**src/rtl/wb_mon_pkg.sv**
```systemverilog
// Shared definitions for the Wishbone classic protocol monitor:
// FSM state encoding, violation bit indices and a saturating helper.
package wb_mon_pkg;

   localparam int NUM_VIOL = 6;

   localparam int R_STB_NO_CYC = 0;
   localparam int R_ACK_NO_REQ = 1;
   localparam int R_UNSTABLE   = 2;
   localparam int R_STB_DROP   = 3;
   localparam int R_TIMEOUT    = 4;
   localparam int R_RST        = 5;

   typedef enum logic [0:0] {
      IDLE = 1'b0,
      WAIT = 1'b1
   } wb_state_e;

   localparam logic [0:0] ST_IDLE = 1'b0;
   localparam logic [0:0] ST_WAIT = 1'b1;

   // 16-bit increment that sticks at all-ones
   function automatic logic [15:0] sat_inc16(input logic [15:0] v);
      return (v == 16'hFFFF) ? v : v + 16'd1;
   endfunction

endpackage

```
**src/rtl/wb_mon_sat_cnt.sv**
```systemverilog
// Saturating event counter used for read, write and abort tallies.
// Synchronous clear has priority over increment.
module wb_mon_sat_cnt #(
   parameter int W = 16
) (
   input  logic         clk_i,
   input  logic         clr_i,
   input  logic         inc_i,
   output logic [W-1:0] cnt_o
);

   logic [W-1:0] cnt_q;
   logic [W-1:0] cnt_d;

   // next count: clear, hold at all-ones, or step by one
   always_comb begin
      cnt_d = cnt_q;
      if (clr_i) begin
         cnt_d = '0;
      end else if (inc_i && (cnt_q != {W{1'b1}})) begin
         cnt_d = cnt_q + {{(W-1){1'b0}}, 1'b1};
      end
   end

   // count register
   always_ff @(posedge clk_i) begin
      cnt_q <= cnt_d;
   end

   assign cnt_o = cnt_q;

endmodule

```
**src/rtl/wb_protocol_monitor.sv**
```systemverilog
// Passive Wishbone classic monitor: tracks each transfer, flags rule
// violations, counts completed/aborted transfers and the longest ack wait.
module wb_protocol_monitor
   import wb_mon_pkg::*;
#(
   parameter int AW      = 32,
   parameter int DW      = 32,
   parameter int TIMEOUT = 256,
   parameter int CNT_W   = 16
) (
   input  logic              wb_clk_i,
   input  logic              wb_rst_i,
   input  logic              wb_cyc_i,
   input  logic              wb_stb_i,
   input  logic              wb_we_i,
   input  logic [AW-1:0]     wb_addr_i,
   input  logic [DW/8-1:0]   wb_sel_i,
   input  logic [DW-1:0]     wb_dat_i,
   input  logic              wb_ack_o,
   output logic              busy_o,
   output logic              viol_o,
   output logic [5:0]        viol_code_o,
   output logic [5:0]        viol_sticky_o,
   output logic [CNT_W-1:0]  rd_cnt_o,
   output logic [CNT_W-1:0]  wr_cnt_o,
   output logic [CNT_W-1:0]  abort_cnt_o,
   output logic [15:0]       max_wait_o
);

   // wait counter keeps running past TIMEOUT so max_wait reports the
   // true wait of a late ack; the timeout flag fires on the crossing only
   localparam logic [15:0] TO = 16'(TIMEOUT);

   logic [0:0]          state_q, state_d;
   logic [15:0]         wait_q, wait_d;
   logic [15:0]         max_q, max_d;
   logic [AW-1:0]       addr_q, addr_d;
   logic                we_q, we_d;
   logic [DW/8-1:0]     sel_q, sel_d;
   logic [DW-1:0]       dat_q, dat_d;
   logic [NUM_VIOL-1:0] viol_d;
   logic [NUM_VIOL-1:0] code_q;
   logic [NUM_VIOL-1:0] sticky_q;
   logic                pulse_q;
   logic                req;
   logic                rd_inc, wr_inc, ab_inc;

   assign req = wb_cyc_i & wb_stb_i;

   // transfer FSM, request latch, wait tracking and rule checks
   always_comb begin
      state_d = state_q;
      wait_d  = wait_q;
      max_d   = max_q;
      addr_d  = addr_q;
      we_d    = we_q;
      sel_d   = sel_q;
      dat_d   = dat_q;
      rd_inc  = 1'b0;
      wr_inc  = 1'b0;
      ab_inc  = 1'b0;
      viol_d  = '0;

      viol_d[R_STB_NO_CYC] = wb_stb_i & ~wb_cyc_i;
      viol_d[R_ACK_NO_REQ] = wb_ack_o & ~req;

      unique case (state_q)
         ST_IDLE: begin
            if (req) begin
               if (wb_ack_o) begin
                  rd_inc = ~wb_we_i;
                  wr_inc = wb_we_i;
               end else begin
                  state_d = ST_WAIT;
                  wait_d  = 16'd1;
                  addr_d  = wb_addr_i;
                  we_d    = wb_we_i;
                  sel_d   = wb_sel_i;
                  dat_d   = wb_dat_i;
                  viol_d[R_TIMEOUT] = (TO == 16'd1);
               end
            end
         end
         ST_WAIT: begin
            if (req && ((wb_addr_i != addr_q) || (wb_we_i != we_q) ||
                        (wb_sel_i != sel_q) ||
                        (we_q && (wb_dat_i != dat_q)))) begin
               viol_d[R_UNSTABLE] = 1'b1;
            end
            if (!wb_cyc_i) begin
               ab_inc  = 1'b1;
               state_d = ST_IDLE;
            end else if (!wb_stb_i) begin
               viol_d[R_STB_DROP] = 1'b1;
               state_d = ST_IDLE;
            end else if (wb_ack_o) begin
               rd_inc  = ~we_q;
               wr_inc  = we_q;
               max_d   = (wait_q > max_q) ? wait_q : max_q;
               state_d = ST_IDLE;
            end else begin
               wait_d = sat_inc16(wait_q);
               viol_d[R_TIMEOUT] = (wait_d == TO) && (wait_q != TO);
            end
         end
         default: state_d = ST_IDLE;
      endcase
   end

   // state and violation registers; reset keeps only the RST sticky bit
   always_ff @(posedge wb_clk_i) begin
      if (wb_rst_i) begin
         state_q  <= ST_IDLE;
         wait_q   <= '0;
         max_q    <= '0;
         addr_q   <= '0;
         we_q     <= 1'b0;
         sel_q    <= '0;
         dat_q    <= '0;
         code_q   <= '0;
         pulse_q  <= 1'b0;
         sticky_q <= '0;
         sticky_q[R_RST] <= sticky_q[R_RST] | wb_cyc_i | wb_stb_i;
      end else begin
         state_q  <= state_d;
         wait_q   <= wait_d;
         max_q    <= max_d;
         addr_q   <= addr_d;
         we_q     <= we_d;
         sel_q    <= sel_d;
         dat_q    <= dat_d;
         code_q   <= viol_d;
         pulse_q  <= |viol_d;
         sticky_q <= sticky_q | viol_d;
      end
   end

   wb_mon_sat_cnt #(.W(CNT_W)) u_rd_cnt (
      .clk_i (wb_clk_i),
      .clr_i (wb_rst_i),
      .inc_i (rd_inc),
      .cnt_o (rd_cnt_o)
   );

   wb_mon_sat_cnt #(.W(CNT_W)) u_wr_cnt (
      .clk_i (wb_clk_i),
      .clr_i (wb_rst_i),
      .inc_i (wr_inc),
      .cnt_o (wr_cnt_o)
   );

   wb_mon_sat_cnt #(.W(CNT_W)) u_ab_cnt (
      .clk_i (wb_clk_i),
      .clr_i (wb_rst_i),
      .inc_i (ab_inc),
      .cnt_o (abort_cnt_o)
   );

   assign busy_o        = (state_q == ST_WAIT);
   assign viol_o        = pulse_q;
   assign viol_code_o   = code_q;
   assign viol_sticky_o = sticky_q;
   assign max_wait_o    = max_q;

endmodule

```
**config.mk**
```make
export PLATFORM = sky130hd
export DESIGN_NAME = wb_protocol_monitor
export DESIGN_NICKNAME = d
export VERILOG_FILES = /design/src/rtl/wb_mon_pkg.sv /design/src/rtl/wb_mon_sat_cnt.sv /design/src/rtl/wb_protocol_monitor.sv
export SDC_FILE = /design/constraint.sdc
export NUM_CORES = 1
export LEC_CHECK = 0
export ABC_AREA = 1
export CORE_AREA = 2 2 115 140
export CTS_CLUSTER_SIZE = 16
export DETAILED_ROUTE_END_ITERATION = 12
export DIE_AREA = 0 0 117 142
export PLACE_DENSITY_LB_ADDON = 0.05
export SKIP_CTS_REPAIR_TIMING = 1
export SYNTH_ARGS = -nofsm -noshare
export SYNTH_HDL_FRONTEND = slang
export SYNTH_SLANG_ARGS = --single-unit
```
**constraint.sdc**
```tcl
create_clock -name wb_clk_i -period 4.43 [get_ports wb_clk_i]
set_clock_uncertainty 0.1 [all_clocks]
set_input_delay 0.886 -clock wb_clk_i [delete_from_list [all_inputs] [get_ports wb_clk_i]]
set_output_delay 0.886 -clock wb_clk_i [all_outputs]
set_load 0.005 [all_outputs]
```
==> reports/summary.txt, run 1 <==
Setup CP Type -> reg2reg
Worst rel slew slack -> 0.307
WP data required -> 4.65 ns
Multi-input gate area -> 0.00444 sq mm
Main synth FF type -> dfxtp_1
Vias in the first global route -> 7501
Async set-reset flop share out of synthesis -> 0
Post-synth cell types -> 41
Clk pin slew, worst setup/hold paths -> 0.06 ns
Max VDD drop -> 0.271 mV
Met2 Use GR -> 0.429
Clock buffer depth -> 2
Initial Util -> 0.549
HPWL Detailed -> 14600 um
DR WL/cell -> 12.6 um
Post-route setup TNS -> 0 ns
Cell area power density -> 321 mW/mm^2
Die Area -> 0.0166 sq mm
Crit path max-delay family -> simple AND/OR/NAND/NOR gates
P&R area growth vs syn -> 27.0%
Largest net degree at the start of global routing -> 94
Max FO, Critical Path -> 32
Die height -> 142 um
1st-pass router iterations -> 5
Critical path's slowest cell -> nand2_1
Cells along the critical path -> inv_1 -> ha_1 -> inv_1 -> a21oi_1 -> o21ai_0 -> nand2_1 -> o211ai_1 -> nand2_1 -> nand2_1 -> nand3_1 -> nand2_1 -> nor2_1
Placement Setup Slack -> 1.20 ns
GR peak layer -> met2
Syn_nets -> 1345
Register area -> 0.00325 sq mm
CP most frequent cell -> nand2_1
Synth Instances -> 1250
Critical path buffers and inverters -> 2
Worst hold path class -> reg2reg
Core footprint -> 0.0153 sq mm
Post-Syn Area -> 0.00841 sq mm
CTS H-tree lvls -> 4
Slowest cell delay on critical path -> 0.76 ns
Min Tclk post-route -> 2.80 ns
Status -> complete, no violations
Worst EP arrival -> 3.02 ns
CTS buffer count -> 17
Die X -> 117 um
Total Power -> 3.43 mW
Global Route Usage Sum -> 0.250
RePlAce Congestion -> 0.902
PnR worst setup slack -> 1.63 ns
PortBufs -> 150
Synth top area share -> 0.383
Vias -> 8204
Top Ports -> 152
Number of flops mapped to enable cells by yosys -> 1
Crit end category -> flip-flop
TritonCTS clock tree -> done
Antenna violations before repair -> 0
M1 GR Usage -> 0.298
Post-route ant nets -> 0
Clk sinks -> 162
Final nets -> 1476
Core Util, Final -> 0.697
Clock Latency Late Sink -> 0.43 ns
Global-route wire length before repair -> 33700 um
Syn avg cell area -> 6.73 sq um
1st-iter DRT viols -> 406
Congestion Overflow GR -> 0
Startpoint class of the critical path -> flip-flop
Drt via density -> 5.12
DRC viols -> 0
RSZ-0062 raised after global routing -> no
Synth Register Bits -> 162
Final non-filler cell area -> 0.0107 sq mm
Final Hold Vio Count -> 0
Setup violators final -> 0
Worst-margin pin slew -> 1.04 ns
Share of cells above drive strength 1 -> 0.0459
# Max-Cap Violations -> 0
# diodes -> 0
CTS root buffer -> clkbuf_16
Placed cell areas -> 0.0100 sq mm
Synth Warn # -> 0
Fill cells -> 1357
Cell accounting for the most synthesized area -> dfxtp_1
Post-synthesis sequential area ratio -> 0.387
Detailed-route wire length -> 20200 um
Fin. max-slew vios -> 0
Leakage -> 4.23 nW
Final period utilization -> 0.632
Fmax -> 0.357 GHz
Most instantiated cells after synthesis -> nand2_1 (266), nor2_1 (203), dfxtp_1 (161)
Std-Cell Rows -> 50
Top-count cell post-synth -> nand2_1
Grt met3 use -> 0.0686
Area contributors post-synth -> dfxtp_1 (38%), nand2_1 (12%), nor2_1 (9.1%)
area by class of cell:
cell class | instances | area share
inverter | 140 | 0.0494
timing repair buffer | 156 | 0.145
clock buffer | 21 | 0.0460
clock inverter | 11 | 0.0159
sequential | 162 | 0.304
tap | 208 | 0.0243
multi-input combinational | 904 | 0.415
sequential cells by signal, summed over array words and instances, names as in the netlist, 4 cells and up:
signal / count
max_wait_o: 16
wait_q: 16
dat_q: 32
viol_sticky_o: 6
addr_q: 32
viol_code_o: 5
sel_q: 4
u_wr_cnt.cnt_o: 16
u_ab_cnt.cnt_o: 16
u_rd_cnt.cnt_o: 16
layout by cell type (no fill, tap or decap), drive strengths merged, types with 21 or more instances in the layout:
cell type	instances
nand2	271
ha	21
nor3	21
o21ai	122
clkdlybuf4s50	150
xnor2	30
inv	143
a21oi	103
xor2	25
clkbuf	21
nor2	210
nand3	60
dfxtp	161
worst min-delay path, stage by stage, from the launching register on:
cell and delay (ns):
dfxtp_1 0.31, nand2_1 0.06, nand2_1 0.05
per-layer routing:
metal  up-vias  wire [um]
met2       223       9990
met5         -          0
met3        35       1220
li1       4254          -
met4         0        417
met1      3692       8550
per-stage QoR:
stage	hold WS (ns)	cells
3_5_place_dp	0.357	1570
4_1_cts	0.369	1602
6_report	0.366	1602
5_1_grt	0.402	1602
3_3_place_gp	0.338	1570
2_1_floorplan	0.344	1250
worst paths after layout:
path | from | end | slack [ns] | cells after the start
hold / removal | viol_sticky_o[4] | viol_sticky_o[4] | 0.37 | 2
hold reg to reg | viol_sticky_o[4] | viol_sticky_o[4] | 0.37 | 2
setup / recovery | wait_q[0] | max_wait_o[12] | 1.63 | 12
setup reg to reg | wait_q[0] | max_wait_o[12] | 1.63 | 12
kinds of logic after synthesis:
kind of cell,synth area share
adder cells (fa/ha/maj),0.0312
AND/OR/NAND/NOR,0.296
AO/OA/AOI/OAI,0.142
flip-flops,0.387
buffers and inverters,0.0862
XOR/XNOR,0.0572
other,0.000446
report_power, final:
group / switching (mW) / total [mW] / internal [mW]
combinational: 0.140 / 0.276 / 0.136
clock: 0.605 / 1.63 / 1.03
sequential: 0.0266 / 1.52 / 1.50
Power figures use the tool's default switching activity.
==> inputs of run 2 (changes only) <==
- CORE_AREA: 2 2 115 140 -> 2 2 124 151
- DIE_AREA: 0 0 117 142 -> 0 0 126 153
- clock period: 4.43 -> 2.4 ns (I/O delays scaled with it)
==> reports/summary.txt, run 2 (synthesized netlist as in run 1, its figures left out) <==
CP most frequent cell -> nand2_1
1st-iter DRT viols -> 450
Cells along the critical path -> inv_1 -> ha_1 -> nand2_1 -> inv_1 -> nand3_1 -> or3_1 -> inv_1 -> nand2_1 -> nand2_1 -> buf_12 -> nand3_1 -> nand2_1 -> nor2_1
HPWL Detailed -> 15600 um
Post-route ant nets -> 0
WP data required -> 2.62 ns
Max VDD drop -> 0.466 mV
Clock Latency Late Sink -> 0.43 ns
Final period utilization -> 0.880
Max FO, Critical Path -> 25
Fmax -> 0.473 GHz
Setup violators final -> 0
Setup CP Type -> reg2reg
Drt via density -> 4.95
RePlAce Congestion -> 0.901
Antenna violations before repair -> 1
Status -> complete, no violations
Startpoint class of the critical path -> flip-flop
Slowest cell delay on critical path -> 0.36 ns
DR WL/cell -> 12.9 um
Commonest non-fill, non-tap cell in the layout -> nand2_1
# Max-Cap Violations -> 0
Post-route setup TNS -> 0 ns
Die X -> 126 um
Placed cell areas -> 0.0104 sq mm
DRC viols -> 0
Detailed-route wire length -> 21200 um
Most frequent cells in the layout -> nand2_1 (266), nor2_1 (203), dfxtp_1 (160)
Std-Cell Rows -> 54
P&R area growth vs syn -> 30.0%
Share of cells above drive strength 1 -> 0.0661
Crit end category -> flip-flop
Global Route Usage Sum -> 0.227
Hold depth -> 2
Fin. max-slew vios -> 0
Core footprint -> 0.0178 sq mm
Vias in the first global route -> 7803
PortBufs -> 150
Vias -> 8152
TritonCTS clock tree -> done
CTS buffer count -> 17
Final nets -> 1505
Biggest regs -> addr_q x32, dat_q x32
CTS root buffer -> clkbuf_16
Core Util, Final -> 0.613
Clk sinks -> 162
Largest net degree at the start of global routing -> 77
Final Hold Vio Count -> 0
Die height -> 153 um
Worst EP arrival -> 2.33 ns
Total Power -> 6.05 mW
Cell area power density -> 553 mW/mm^2
1st-pass router iterations -> 5
Min Tclk post-route -> 2.11 ns
Global-route wire length before repair -> 36500 um
RSZ-0062 raised after global routing -> no
Final non-filler cell area -> 0.0109 sq mm
Leakage -> 4.35 nW
Clock buffer depth -> 2
CTS H-tree lvls -> 4
Clk pin slew, worst setup/hold paths -> 0.07 ns
Initial Util -> 0.472
Top Ports -> 152
Critical path's slowest cell -> dfxtp_1
Die Area -> 0.0193 sq mm
Reg2Reg Depth -> 13
Congestion Overflow GR -> 0
Worst hold path class -> reg2reg
Hold slack -> 0.361 ns
-- run 2: changes by cell type in the layout (fill, tap and decap cells not counted), sizes merged --
cell,delta
buf,+29
bufinv,-3
clkbuf,-3
clkinvlp,+3
inv,+2
clkinv,+1
diode,+1
-- run 2: final timing paths --
path               startpoint          endpoint  slack [ns]
max reg2reg    max_wait_o[15]    max_wait_o[10]        0.29
max            max_wait_o[15]    max_wait_o[10]        0.29
min          viol_sticky_o[3]  viol_sticky_o[3]        0.36
min reg2reg  viol_sticky_o[3]  viol_sticky_o[3]        0.36
-- run 2: critical path, delay by kind of cell, from the launching register on --
kind / cells / cell delay (ns)
flip-flops: 1 / 0.36
adder cells (fa/ha/maj): 1 / 0.29
AND/OR/NAND/NOR: 8 / 0.88
buffers and inverters: 4 / 0.39
-- run 2: where the power goes --
part / internal (mW) / total (mW) / switching [mW]
combinational: 0.277 / 0.548 / 0.272
clock: 1.49 / 2.69 / 1.20
sequential: 2.76 / 2.81 / 0.0476
-- run 2: per-stage QoR --
step / instances / worst slack [ns]
after detailed placement: 1615 / 0.00850
after global placement: 1615 / 0.0498
after CTS: 1647 / 0.273
after floorplan: 1250 / 0.493
after global routing: 1648 / 0.0775
final: 1648 / 0.288
-- run 2: final cells by class --
cell class	count	area (sq um)
fillers	1678	6900
multi-input cells	904	4440
flip-flops and latches	162	3250
repair buffers	185	1850
inverters	140	529
clock buffers	18	439
well taps	224	280
clock inverters	14	143
diodes	1	2.50
-- run 2: routing by layer --
metal	wire length, um	global-route usage
met2	10500	0.393
met5	0	0
met3	935	0.0469
met1	9320	0.277
met4	476	0.0863
